$ cat config.mk
export PLATFORM = sky130hd
export DESIGN_NAME = pkt_route_arbiter
export DESIGN_NICKNAME = d
export VERILOG_FILES = /design/src/rtl/pkt_route_arbiter.sv
export SDC_FILE = /design/constraint.sdc
export NUM_CORES = 1
export LEC_CHECK = 0
export ABC_AREA = 1
export CAP_MARGIN = 25
export CORE_AREA = 5 5 267 269
export DETAILED_ROUTE_END_ITERATION = 6
export DIE_AREA = 0 0 272 274
export PLACE_DENSITY = 0.62
export RECOVER_POWER = 50
export SETUP_SLACK_MARGIN = 0.2
export SYNTH_ARGS = -nofsm -noshare
export SYNTH_HDL_FRONTEND = slang
export SYNTH_SLANG_ARGS = --single-unit
$ cat constraint.sdc
create_clock -name axis_clk -period 4.7 [get_ports axis_clk]
set_clock_uncertainty 0.2 [all_clocks]
set_input_delay 0.705 -clock axis_clk [delete_from_list [all_inputs] [get_ports axis_clk]]
set_output_delay 0.705 -clock axis_clk [all_outputs]
set_load 0.02 [all_outputs]
$ cat src/rtl/pkt_route_arbiter.sv
// rtl/pkt_route_arbiter.sv - round-robin packet scheduler: header latch, route lookup handoff, egress AXIS mux
// Optional stall watchdog enabled by defining ARB_STALL_WATCHDOG_EN.
module pkt_route_arbiter #(
  parameter int NUM_PORTS      = 4,
  parameter int PORT_W         = 2,
  parameter int TIMEOUT_CYCLES = 1024
) (
  input  logic                    axis_clk,
  input  logic                    axis_resetn,
  input  logic [NUM_PORTS-1:0]    hdr_valid,
  output logic [NUM_PORTS-1:0]    hdr_ready,
  input  logic [48*NUM_PORTS-1:0] hdr_dest_addr,
  input  logic [32*NUM_PORTS-1:0] hdr_ip_dest_addr,
  input  logic [16*NUM_PORTS-1:0] hdr_udp_dest_port,
  input  logic [NUM_PORTS-1:0]    hdr_encap,
  output logic                    rt_valid,
  input  logic                    rt_ready,
  output logic [PORT_W-1:0]       rt_port,
  output logic [47:0]             rt_dest_addr,
  output logic [31:0]             rt_ip_dest_addr,
  output logic [15:0]             rt_udp_dest_port,
  output logic                    rt_encap,
  input  logic [32*NUM_PORTS-1:0] s_axis_tdata,
  input  logic [4*NUM_PORTS-1:0]  s_axis_tkeep,
  input  logic [NUM_PORTS-1:0]    s_axis_tvalid,
  input  logic [NUM_PORTS-1:0]    s_axis_tlast,
  output logic [NUM_PORTS-1:0]    s_axis_tready,
  output logic [31:0]             m_axis_tdata,
  output logic [3:0]              m_axis_tkeep,
  output logic                    m_axis_tvalid,
  output logic                    m_axis_tlast,
  input  logic                    m_axis_tready,
  output logic                    abort
);

  typedef enum logic [1:0] {IDLE, HDR, STREAM} state_t;

  state_t                 state_q, state_d;
  logic [NUM_PORTS-1:0]   pending_q;
  logic [PORT_W-1:0]      last_grant_q;
  logic [PORT_W-1:0]      grant_q;
  logic [PORT_W-1:0]      next_grant;
  logic                   found;
  logic                   do_grant;
  logic                   beat;
  logic                   pkt_done;
  logic                   wd_fire;
  logic                   release_pkt;
  logic [NUM_PORTS-1:0]   hdr_ready_q;
  logic                   abort_q;

  logic [47:0] hold_dest [NUM_PORTS];
  logic [31:0] hold_ip   [NUM_PORTS];
  logic [15:0] hold_udp  [NUM_PORTS];
  logic        hold_enc  [NUM_PORTS];

  logic [47:0] rt_dest_q;
  logic [31:0] rt_ip_q;
  logic [15:0] rt_udp_q;
  logic        rt_enc_q;
  logic [PORT_W-1:0] rt_port_q;

  function automatic logic [PORT_W-1:0] wrap_idx(input logic [PORT_W-1:0] base, input int k);
    int s;
    s = int'(base) + k;
    if (s >= NUM_PORTS) s = s - NUM_PORTS;
    return PORT_W'(s);
  endfunction

  // First pending port after the last served one, wrapping around.
  always_comb begin
    found      = 1'b0;
    next_grant = '0;
    for (int k = 1; k <= NUM_PORTS; k++) begin
      if (!found && pending_q[wrap_idx(last_grant_q, k)]) begin
        found      = 1'b1;
        next_grant = wrap_idx(last_grant_q, k);
      end
    end
  end

  assign beat        = (state_q == STREAM) && s_axis_tvalid[grant_q] && m_axis_tready;
  assign pkt_done    = beat && s_axis_tlast[grant_q];
  assign release_pkt = pkt_done || wd_fire;

`ifdef ARB_STALL_WATCHDOG_EN
  logic [15:0] stall_q;

  assign wd_fire = (state_q == STREAM) && !beat && ((stall_q + 16'd1) == 16'(TIMEOUT_CYCLES));

  always_ff @(posedge axis_clk) begin
    if (!axis_resetn || state_q != STREAM || beat) begin
      stall_q <= '0;
    end else begin
      stall_q <= stall_q + 16'd1;
    end
  end
`else
  logic unused_cfg;

  assign wd_fire    = 1'b0;
  assign unused_cfg = ^16'(TIMEOUT_CYCLES);
`endif

  always_ff @(posedge axis_clk) begin
    if (!axis_resetn) begin
      state_q <= IDLE;
    end else begin
      state_q <= state_d;
    end
  end

  // rt_valid is exactly "in HDR", so HDR only leaves on the lookup handshake.
  always_comb begin
    state_d  = state_q;
    do_grant = 1'b0;
    case (state_q)
      IDLE: begin
        if (found) begin
          do_grant = 1'b1;
          state_d  = HDR;
        end
      end
      HDR: begin
        if (rt_ready) state_d = STREAM;
      end
      STREAM: begin
        if (release_pkt) state_d = IDLE;
      end
      default: state_d = IDLE;
    endcase
  end

  always_ff @(posedge axis_clk) begin
    if (!axis_resetn) begin
      pending_q    <= '0;
      last_grant_q <= PORT_W'(NUM_PORTS - 1);
      grant_q      <= '0;
      hdr_ready_q  <= '0;
      abort_q      <= 1'b0;
      rt_port_q    <= '0;
      rt_dest_q    <= '0;
      rt_ip_q      <= '0;
      rt_udp_q     <= '0;
      rt_enc_q     <= 1'b0;
      for (int i = 0; i < NUM_PORTS; i++) begin
        hold_dest[i] <= '0;
        hold_ip[i]   <= '0;
        hold_udp[i]  <= '0;
        hold_enc[i]  <= 1'b0;
      end
    end else begin
      hdr_ready_q <= '0;
      abort_q     <= wd_fire;
      for (int i = 0; i < NUM_PORTS; i++) begin
        if (hdr_valid[i] && !pending_q[i]) begin
          pending_q[i] <= 1'b1;
          hold_dest[i] <= hdr_dest_addr[48*i +: 48];
          hold_ip[i]   <= hdr_ip_dest_addr[32*i +: 32];
          hold_udp[i]  <= hdr_udp_dest_port[16*i +: 16];
          hold_enc[i]  <= hdr_encap[i];
        end
      end
      if (do_grant) begin
        grant_q   <= next_grant;
        rt_port_q <= next_grant;
        rt_dest_q <= hold_dest[next_grant];
        rt_ip_q   <= hold_ip[next_grant];
        rt_udp_q  <= hold_udp[next_grant];
        rt_enc_q  <= hold_enc[next_grant];
      end
      // The releasing port is still pending this cycle, so its capture above is ignored.
      if (release_pkt) begin
        pending_q[grant_q]   <= 1'b0;
        hdr_ready_q[grant_q] <= 1'b1;
        last_grant_q         <= grant_q;
      end
    end
  end

  always_comb begin
    s_axis_tready = '0;
    m_axis_tdata  = '0;
    m_axis_tkeep  = '0;
    m_axis_tvalid = 1'b0;
    m_axis_tlast  = 1'b0;
    if (state_q == STREAM) begin
      s_axis_tready[grant_q] = m_axis_tready;
      m_axis_tdata           = s_axis_tdata[32*int'(grant_q) +: 32];
      m_axis_tkeep           = s_axis_tkeep[4*int'(grant_q) +: 4];
      m_axis_tvalid          = s_axis_tvalid[grant_q];
      m_axis_tlast           = s_axis_tlast[grant_q];
    end
  end

  assign rt_valid         = (state_q == HDR);
  assign rt_port          = rt_port_q;
  assign rt_dest_addr     = rt_dest_q;
  assign rt_ip_dest_addr  = rt_ip_q;
  assign rt_udp_dest_port = rt_udp_q;
  assign rt_encap         = rt_enc_q;
  assign hdr_ready        = hdr_ready_q;
  assign abort            = abort_q;

endmodule

### Yosys cells after proc, flatten, opt, wreduce, memory -nomap -nowiden

Memory sizes are Yosys's and may differ from the RTL's. A register that Yosys moved wholly into a read port is not among the register bits.
Cells that the tools add are included.

| operators by class | value |
|---|---|
| $lt $le $gt $ge | 10 |
| add/subtract/negate cells | 8 |
| shift operators | 2 |
| equal/unequal tests | 5 |
| bitwise operators | 19 |
| muxes and demuxes | 75 |
| reduce and logical (&&, ||, !) cells | 25 |

Operators by type and width:

| cell | number |
|---|---|
| 48-bit 2-to-1 mux | 4 |
| 32-bit 2-to-1 mux | 5 |
| 128-bit by 8-bit variable part select with 32-bit output | 1 |
| 16-bit 2-to-1 mux | 4 |
| 1-bit 2-to-1 mux | 40 |
| 2-bit 2-to-1 mux | 11 |
| 1-bit bitwise OR | 16 |
| 16-bit by 5-bit variable part select with 4-bit output | 1 |
| 2-bit by 3-bit less-than comparator with 1-bit output (second input constant) | 5 |
| 1-bit binary-select mux with 2-bit select | 6 |
| 4-bit 2-to-1 mux | 3 |
| 1-bit logical AND | 11 |
| 1-bit zero test | 11 |
| 3-bit greater-or-equal comparator (second input constant) | 3 |
| 4-bit bitwise AND | 2 |
| 2-bit by 1-bit subtractor with 2-bit output (second input constant) | 4 |
| 2-bit by 2-bit adder with 3-bit output (second input constant) | 2 |
| 2-bit one-hot mux with 3 select lines | 1 |
| 2-bit by 3-bit adder with 4-bit output (second input constant) | 1 |
| 4-bit by 3-bit greater-or-equal comparator with 1-bit output (second input constant) | 1 |
| 2-bit inequality test (second input constant) | 2 |
| 4-bit NOT | 1 |
| 2-bit by 1-bit adder with 3-bit output (second input constant) | 1 |
| 3-bit AND reduction | 1 |
| 7 further kinds | 7 |

| storage, ports and cells | value |
|---|---|
| input port bits | 548 |
| output and inout bits | 147 |
| logic and storage cells | 153 |
| RAM bits | 388 |
| flip-flop bits (word level) | 14 |
| memories kept | 4 |

Memory list:

| name | words | width | read ports | clocked after memory_dff | write ports | RTL line | text |
|---|---|---|---|---|---|---|---|
| hold_dest | 4 | 48 | 1 | 1 | 4 | 52 | `logic [47:0] hold_dest [NUM_PORTS];` |
| hold_ip | 4 | 32 | 1 | 1 | 4 | 53 | `logic [31:0] hold_ip [NUM_PORTS];` |
| hold_udp | 4 | 16 | 1 | 1 | 4 | 54 | `logic [15:0] hold_udp [NUM_PORTS];` |
| hold_enc | 4 | 1 | 1 | 1 | 4 | 55 | `logic hold_enc [NUM_PORTS];` |

### Depth between registers and ports, before layout

Gate-level depths: netlist (run 1).

| logic depth | value |
|---|---|
| word-level depth | 17 |
| depth in mapped cells | 18 |
| gate-level depth less buffers | 16 |

### Least setup slack after synthesis (run 1)

Ideal clock, no wire load.

| timing path | value |
|---|---|
| kind | in2reg |
| start point | input port axis_resetn |
| end point | memory hold_dest[3][0] (enable) |
| data required time | 3.595 ns |
| data arrival time | 2.888 ns |
| library setup time | 0.905 ns |
| path slack | 0.708 ns |
| cell stages on the path | 3 |
| buffers on the path | 2 |
| cell sequence | clkbuf_1 -> buf_1 -> nand2_1 |

RTL lines:

| what | RTL line | text |
|---|---|---|
| start, declared | 9 | `input logic axis_resetn,` |
| end, declared | 52 |  |

==> impl_metrics.json, run 1 <==
{
  "ys_seq_area_frac": 0.559,
  "gr-usage-all-layers": 0.252,
  "max_slew_margin": -1.21,
  "cts_sinks": 499,
  "pwr-share-seq": 0.404,
  "ff2ff_setup_slack_ns": 0.98,
  "area_growth_pct": 39.0,
  "vias": 21800,
  "maxCapViolCount": 8,
  "cp_slowest_stage_delay_ns": 1.32,
  "async_reset_ff_frac": 0,
  "wirelength_mm": 98.4,
  "syn_area_sq_um": 24800,
  "clk_latency_ns": 0.60,
  "final.setup.tns_ns": 0,
  "grt_start_max_net_pins": 98,
  "ff_latch_area_sq_um": 13800,
  "crit_path_end_kind": "register",
  "clock_power_share": 0.340,
  "htree_levels": 2,
  "place_congestion": 0.917,
  "cp_num_buf_inv": 3,
  "ant_nets": 0,
  "drive_gt1_frac": 0.0403,
  "antenna_found_initial": 43,
  "die_y_um": 274,
  "overflow": 0,
  "synth_edf_count": 385,
  "hpwl_mm": 67.0,
  "worst_pin_slew_ns": 3.32,
  "num_rows": 96,
  "synth_seq_cells": 499,
  "netlist_instances": 3031,
  "ios": 695,
  "worstPathArrival_ns": 4.42,
  "cts_tree": "built",
  "die_w_um": 272,
  "worstRegToRegCells": 4,
  "fmax_mhz": 237,
  "endpoint": "hold_udp[2][0]",
  "critPathLaunch": "axis_resetn",
  "nets": 4195,
  "rr_startpoint": "pending_q[2]",
  "grt_pass1_wl_mm": 140,
  "peakVddDrop_uv": 251,
  "grt_pass1_vias": 20900,
  "ys_warn_count": 0,
  "core-area_sq_um": 68300,
  "clockBufferDepth": 3,
  "worstHoldStart": "hold_enc[2]",
  "yosysUniqueCellTypes": 31,
  "crit_type": "in2reg",
  "wl_per_cell_um": 21.3,
  "min_period_ns": 4.23,
  "netSwitchingPower_uw": 4070,
  "cp-start-kind": "primary input",
  "viasPerCell": 4.73,
  "cts.repair.resized": 0,
  "setup_viol": 0,
  "slowest_stage": "nand3_1",
  "hold_viol_final": 0,
  "powerDensity_nw_per_um2": 389,
  "drt_iter0_markers": 1431,
  "rsz0062_at_grt": "false",
  "crit_cells": 5,
  "hold_class": "reg2reg",
  "postSynthAreaPerCell_sq_um": 8.17,
  "hold_buffers": 0,
  "cts_setup_buffers": 0,
  "violations": "capacitance limit, slew limit",
  "die_area_sq_um": 74500,
  "portBuffers": 693,
  "syn_nets": 3579,
  "crit_chain": "clkbuf_1 > buf_4 > nand3_1 > clkbuf_2 > nor2_1",
  "final_max_slew_viol_count": 402,
  "p_total_uw": 13400,
  "cts_buffers": 57,
  "cp_max_fo": 43,
  "p_int_uw": 9300,
  "synthFlopType": "edfxtp_1",
  "drt-pass1-iter-count": 5,
  "fillCellCount": 6567,
  "comb_power_share": 0.255,
  "power.leakage_uw": 0.0162,
  "status": "complete, but fails checks",
  "swShare": 0.304,
  "path_delay_family": "buffers and inverters",
  "multi_input_area_sq_um": 7190,
  "cp.required_ns": 4.89,
  "start_util": 0.362,
  "period_share": 0.899,
  "cts.clk_slew.worst_paths_ns": 0.06,
  "drc": 0,
  "r2r-end": "hold_udp[2][7]",
  "cts_root_buffer": "clkbuf_16"
}
==> worst reg2reg max path: stages (launching register included) <==
cell      delay (ns)
dfxtp_1         0.36
inv_1           0.11
nand2_1         0.06
nand2_1         1.03
clkbuf_2        1.42
==> cell type report <==
type / count / area share
inverters: 795 / 0.0870
well taps: 882 / 0.0321
flip-flops and latches: 499 / 0.402
repair buffers: 732 / 0.211
clock buffers: 81 / 0.0479
diodes: 36 / 0.00262
clock inverters: 24 / 0.00760
multi-input cells: 1562 / 0.209
==> synthesized netlist by cell type, types with 4 or more instances <==
| cell type | instances | area, sq um |
|---|---|---|
| dfxtp_1 | 114 | 2280 |
| nand2_2 | 4 | 25.0 |
| o21ai_0 | 7 | 35.0 |
| nand3b_1 | 89 | 668 |
| a22oi_1 | 74 | 556 |
| buf_2 | 79 | 395 |
| buf_4 | 10 | 75.1 |
| buf_1 | 26 | 97.6 |
| edfxtp_1 | 385 | 11600 |
| nand2_1 | 382 | 1430 |
| nand3_1 | 400 | 2000 |
| inv_1 | 789 | 2960 |
| clkbuf_1 | 57 | 214 |
| nor2_1 | 543 | 2040 |
| a21oi_1 | 45 | 225 |
==> flip-flops by register name, summed over array words and instances, names as in the netlist <==
name	cells
hold_udp	64
hdr_ready	4
grant_q	2
hold_enc	4
state_q	2
hold_dest	192
rt_encap	1
pending_q	4
rt_dest_addr	48
hold_ip	128
last_grant_q	2
rt_ip_dest_addr	32
rt_udp_dest_port	16
==> layer usage <==
metal,vias up,track usage,wire [um]
met2,835,0.442,49400
met4,10,0.142,5760
met3,199,0.0517,7010
met5,-,0,59
li1,10600,-,-
met1,10200,0.286,36200
==> power groups by stage <==
stage / Combinational [uW] / Clock (uW) / Sequential (uW)
finish: 3420 / 4550 / 5400
global route: 3720 / 4820 / 5450
CTS: 3450 / 4640 / 5400
detailed placement: 3430 / 0 / 5480
global placement: 3410 / 0 / 5480
floorplan: 1640 / 0 / 5670
==> stage by stage <==
stage | cell area, sq um | std cells | util | hold slack (ns) | worst slack, ns
after floorplan | 24800 | 3031 | - | 0.249 | 0.708
after global placement | 32500 | 4470 | 0.476 | 0.261 | 1.13
after detailed placement | 32500 | 4470 | 0.476 | 0.267 | 1.13
after CTS | 34500 | 4575 | 0.504 | 0.279 | 0.587
after global routing | 34400 | 4607 | 0.503 | 0.306 | 0.384
final | 34400 | 4611 | 0.504 | 0.277 | 0.473
==> cell usage in the layout (no fill, tap or decap), types with 45 or more instances in the layout <==
cell / n
edfxtp_1: 385
nand3_1: 400
nand2_1: 378
nor2_1: 540
a22oi_1: 74
inv_1: 788
nand3b_1: 89
clkbuf_16: 59
a21oi_1: 45
dfxtp_1: 114
clkdlybuf4s50_1: 689
==> cell families (layout without fill, tap and decap cells) <==
group           Yosys count  in the layout  share of synthesized area
simple gates           1428           1428                      0.252
buf+inv                 970           1632                      0.154
flops                   499            499                      0.559
compound gates          133            133                     0.0351
other cells               1             37                   0.000151
==> worst min-delay path by stage <==
stage / endpoint / slack, ns / cells past startpoint
after floorplan: hold_enc[1] / 0.25 / 2
after global placement: hold_enc[2] / 0.26 / 2
after detailed placement: hold_enc[2] / 0.27 / 2
after CTS: hold_enc[2] / 0.28 / 2
after global routing: hold_enc[0] / 0.31 / 2
final: hold_enc[2] / 0.28 / 2
Power figures use the tool's default switching activity.
==> run 2, diff against run 1 <==
- GPL_TIMING_DRIVEN: default -> 0
- TNS_END_PERCENT: default -> 10
==> run 2 against run 1 <==
Against the previous run: the flow still finishes with violations (capacitance limit, slew limit); global-route usage rose by 2.7 points; sequential power about the same; routed wire length increased by 10%; critical path type unchanged; via count is 4.0% higher; sequential share of layout area shrank 0.28 points; die area did not move; highest routed layer unchanged; first-iteration DRC count grew 22%; count of clock-buffer cells in the layout is 6 lower; critical endpoint is now hold_dest[1][12]; largest power group unchanged.
==> impl_metrics.json, run 2 (synthesized netlist as in run 1, its figures left out) <==
{
  "wirelength_mm": 109,
  "die_w_um": 272,
  "final_cell_mix": "inv_1 (789), clkdlybuf4s50_1 (587), nor2_1 (542)",
  "fillCellCount": 6682,
  "cp.required_ns": 4.72,
  "cts_tree": "built",
  "crit_path_end_kind": "register",
  "drt-pass1-iter-count": 5,
  "viasPerCell": 4.77,
  "multi_input_area_sq_um": 7130,
  "cp_slowest_stage_delay_ns": 1.64,
  "crit_chain": "dlygate4sd3_1 > clkbuf_1 > nand2_1 > clkbuf_4",
  "fmax_mhz": 225,
  "clockBufferDepth": 3,
  "hold_class": "reg2reg",
  "hold_viol_final": 0,
  "final_max_slew_viol_count": 142,
  "die_y_um": 274,
  "grt_pass1_wl_mm": 150,
  "cts_sinks": 499,
  "clk_latency_ns": 0.60,
  "crit_type": "in2reg",
  "cts.clk_slew.worst_paths_ns": 0.06,
  "r2r-end": "rt_encap",
  "drive_gt1_frac": 0.0470,
  "die_area_sq_um": 74500,
  "drt_iter0_markers": 1744,
  "start_util": 0.362,
  "worstRegToRegCells": 16,
  "largest-register": "hold_dest",
  "violations": "capacitance limit, slew limit",
  "reg_top3": "hold_dest: 192 flops, hold_ip: 128 flops, hold_udp: 64 flops",
  "cts_buffers": 54,
  "wl_per_cell_um": 22.8,
  "max_slew_margin": -0.687,
  "powerDensity_nw_per_um2": 376,
  "slowest_stage": "nand2_1",
  "cts_setup_buffers": 0,
  "cp-start-kind": "primary input",
  "crit_cells": 4,
  "vias": 22700,
  "holdWs_ns": 0.277,
  "core-area_sq_um": 68300,
  "grt_pass1_vias": 21800,
  "worst_pin_slew_ns": 2.53,
  "power.leakage_uw": 0.0166,
  "cp_max_fo": 54,
  "critPathLaunch": "axis_resetn",
  "cp_num_buf_inv": 3,
  "area_growth_pct": 40.0,
  "overflow": 0,
  "endpoint": "hold_dest[1][12]",
  "htree_levels": 2,
  "nets": 4337,
  "period_share": 0.946,
  "maxCapViolCount": 3,
  "setup_viol": 0,
  "antenna_found_initial": 55,
  "layout_commonest_cell": "inv_1",
  "portBuffers": 693,
  "ant_nets": 0,
  "hpwl_mm": 83.7,
  "cts_root_buffer": "clkbuf_16",
  "rr_startpoint": "last_grant_q[0]",
  "status": "complete, but fails checks",
  "ios": 695,
  "largest_reg_flops": 192,
  "num_rows": 96,
  "rsz0062_at_grt": "true",
  "ff_latch_area_sq_um": 13800,
  "place_congestion": 0.980,
  "drc": 0,
  "worstPathArrival_ns": 4.47,
  "min_period_ns": 4.45,
  "path_delay_family": "buffers and inverters",
  "grt_start_max_net_pins": 55,
  "ff2ff_setup_slack_ns": 0.49,
  "gr-usage-all-layers": 0.279,
  "peakVddDrop_uv": 269,
  "p_total_uw": 13000
}
## run 2: changes by cell type in the layout (fill, tap and decap cells not counted), moves of 5 or more
cell,delta
dlygate4sd3_1,+103
clkdlybuf4s50_1,-102
clkbuf_1,+74
buf_2,+65
buf_1,+20
buf_4,-16
clkbuf_8,-7
buf_12,-6
clkinv_1,+6
diode_2,+5
## run 2: per-layer routing
metal  track usage  share of wire
met1         0.315           0.37
met2         0.490           0.51
met3        0.0560          0.068
met4         0.161          0.052
met5             0        0.00041
## run 2: worst min-delay path by stage
stage | from | to | depth (start not counted)
finish | hold_enc[0] | hold_enc[0] | 2
global route | hold_enc[2] | hold_enc[2] | 2
CTS | hold_enc[1] | hold_enc[1] | 2
detailed placement | hold_enc[1] | hold_enc[1] | 2
global placement | hold_enc[0] | hold_enc[0] | 2
floorplan | hold_enc[1] | hold_enc[1] | 2
## run 2: report_power, final
group	switching [uW]	internal, uW
clock	1790	2280
combinational	2200	1360
sequential	180	5220
## run 2: cell type report
| class | instances | share of cell area |
|---|---|---|
| inverters | 795 | 0.0862 |
| clock buffers | 75 | 0.0425 |
| flip-flops and latches | 499 | 0.399 |
| clock inverters | 23 | 0.00458 |
| repair buffers | 702 | 0.204 |
| plain buffers | 175 | 0.0230 |
| multi-input cells | 1562 | 0.206 |
| well taps | 882 | 0.0318 |
| diodes | 41 | 0.00296 |
## run 2: what timing repair did
action,in CTS,in global routing
endpoints found under the hold margin,0,0
endpoints found under the setup margin,25,7
resized for setup,9,4
hold buffers,0,0
gates cloned,0,0
## run 2: tightest hold or removal path, delay by kind of cell (launching register included)
family | cells | cell delay (ns)
compound gates | 1 | 0.07
buf+inv | 1 | 0.06
flops | 1 | 0.30
## run 2: stage by stage
step | setup WS [ns] | utilization | instances | TNS [ns] | instance area (sq um)
2_1_floorplan | 0.708 | - | 3031 | 0 | 24800
3_3_place_gp | -2.65 | 0.480 | 4606 | -785.51 | 32800
3_5_place_dp | 0.0952 | 0.483 | 4614 | 0 | 33000
4_1_cts | 0.205 | 0.507 | 4712 | 0 | 34700
5_1_grt | 0.0696 | 0.507 | 4750 | 0 | 34700
6_report | 0.252 | 0.507 | 4754 | 0 | 34700
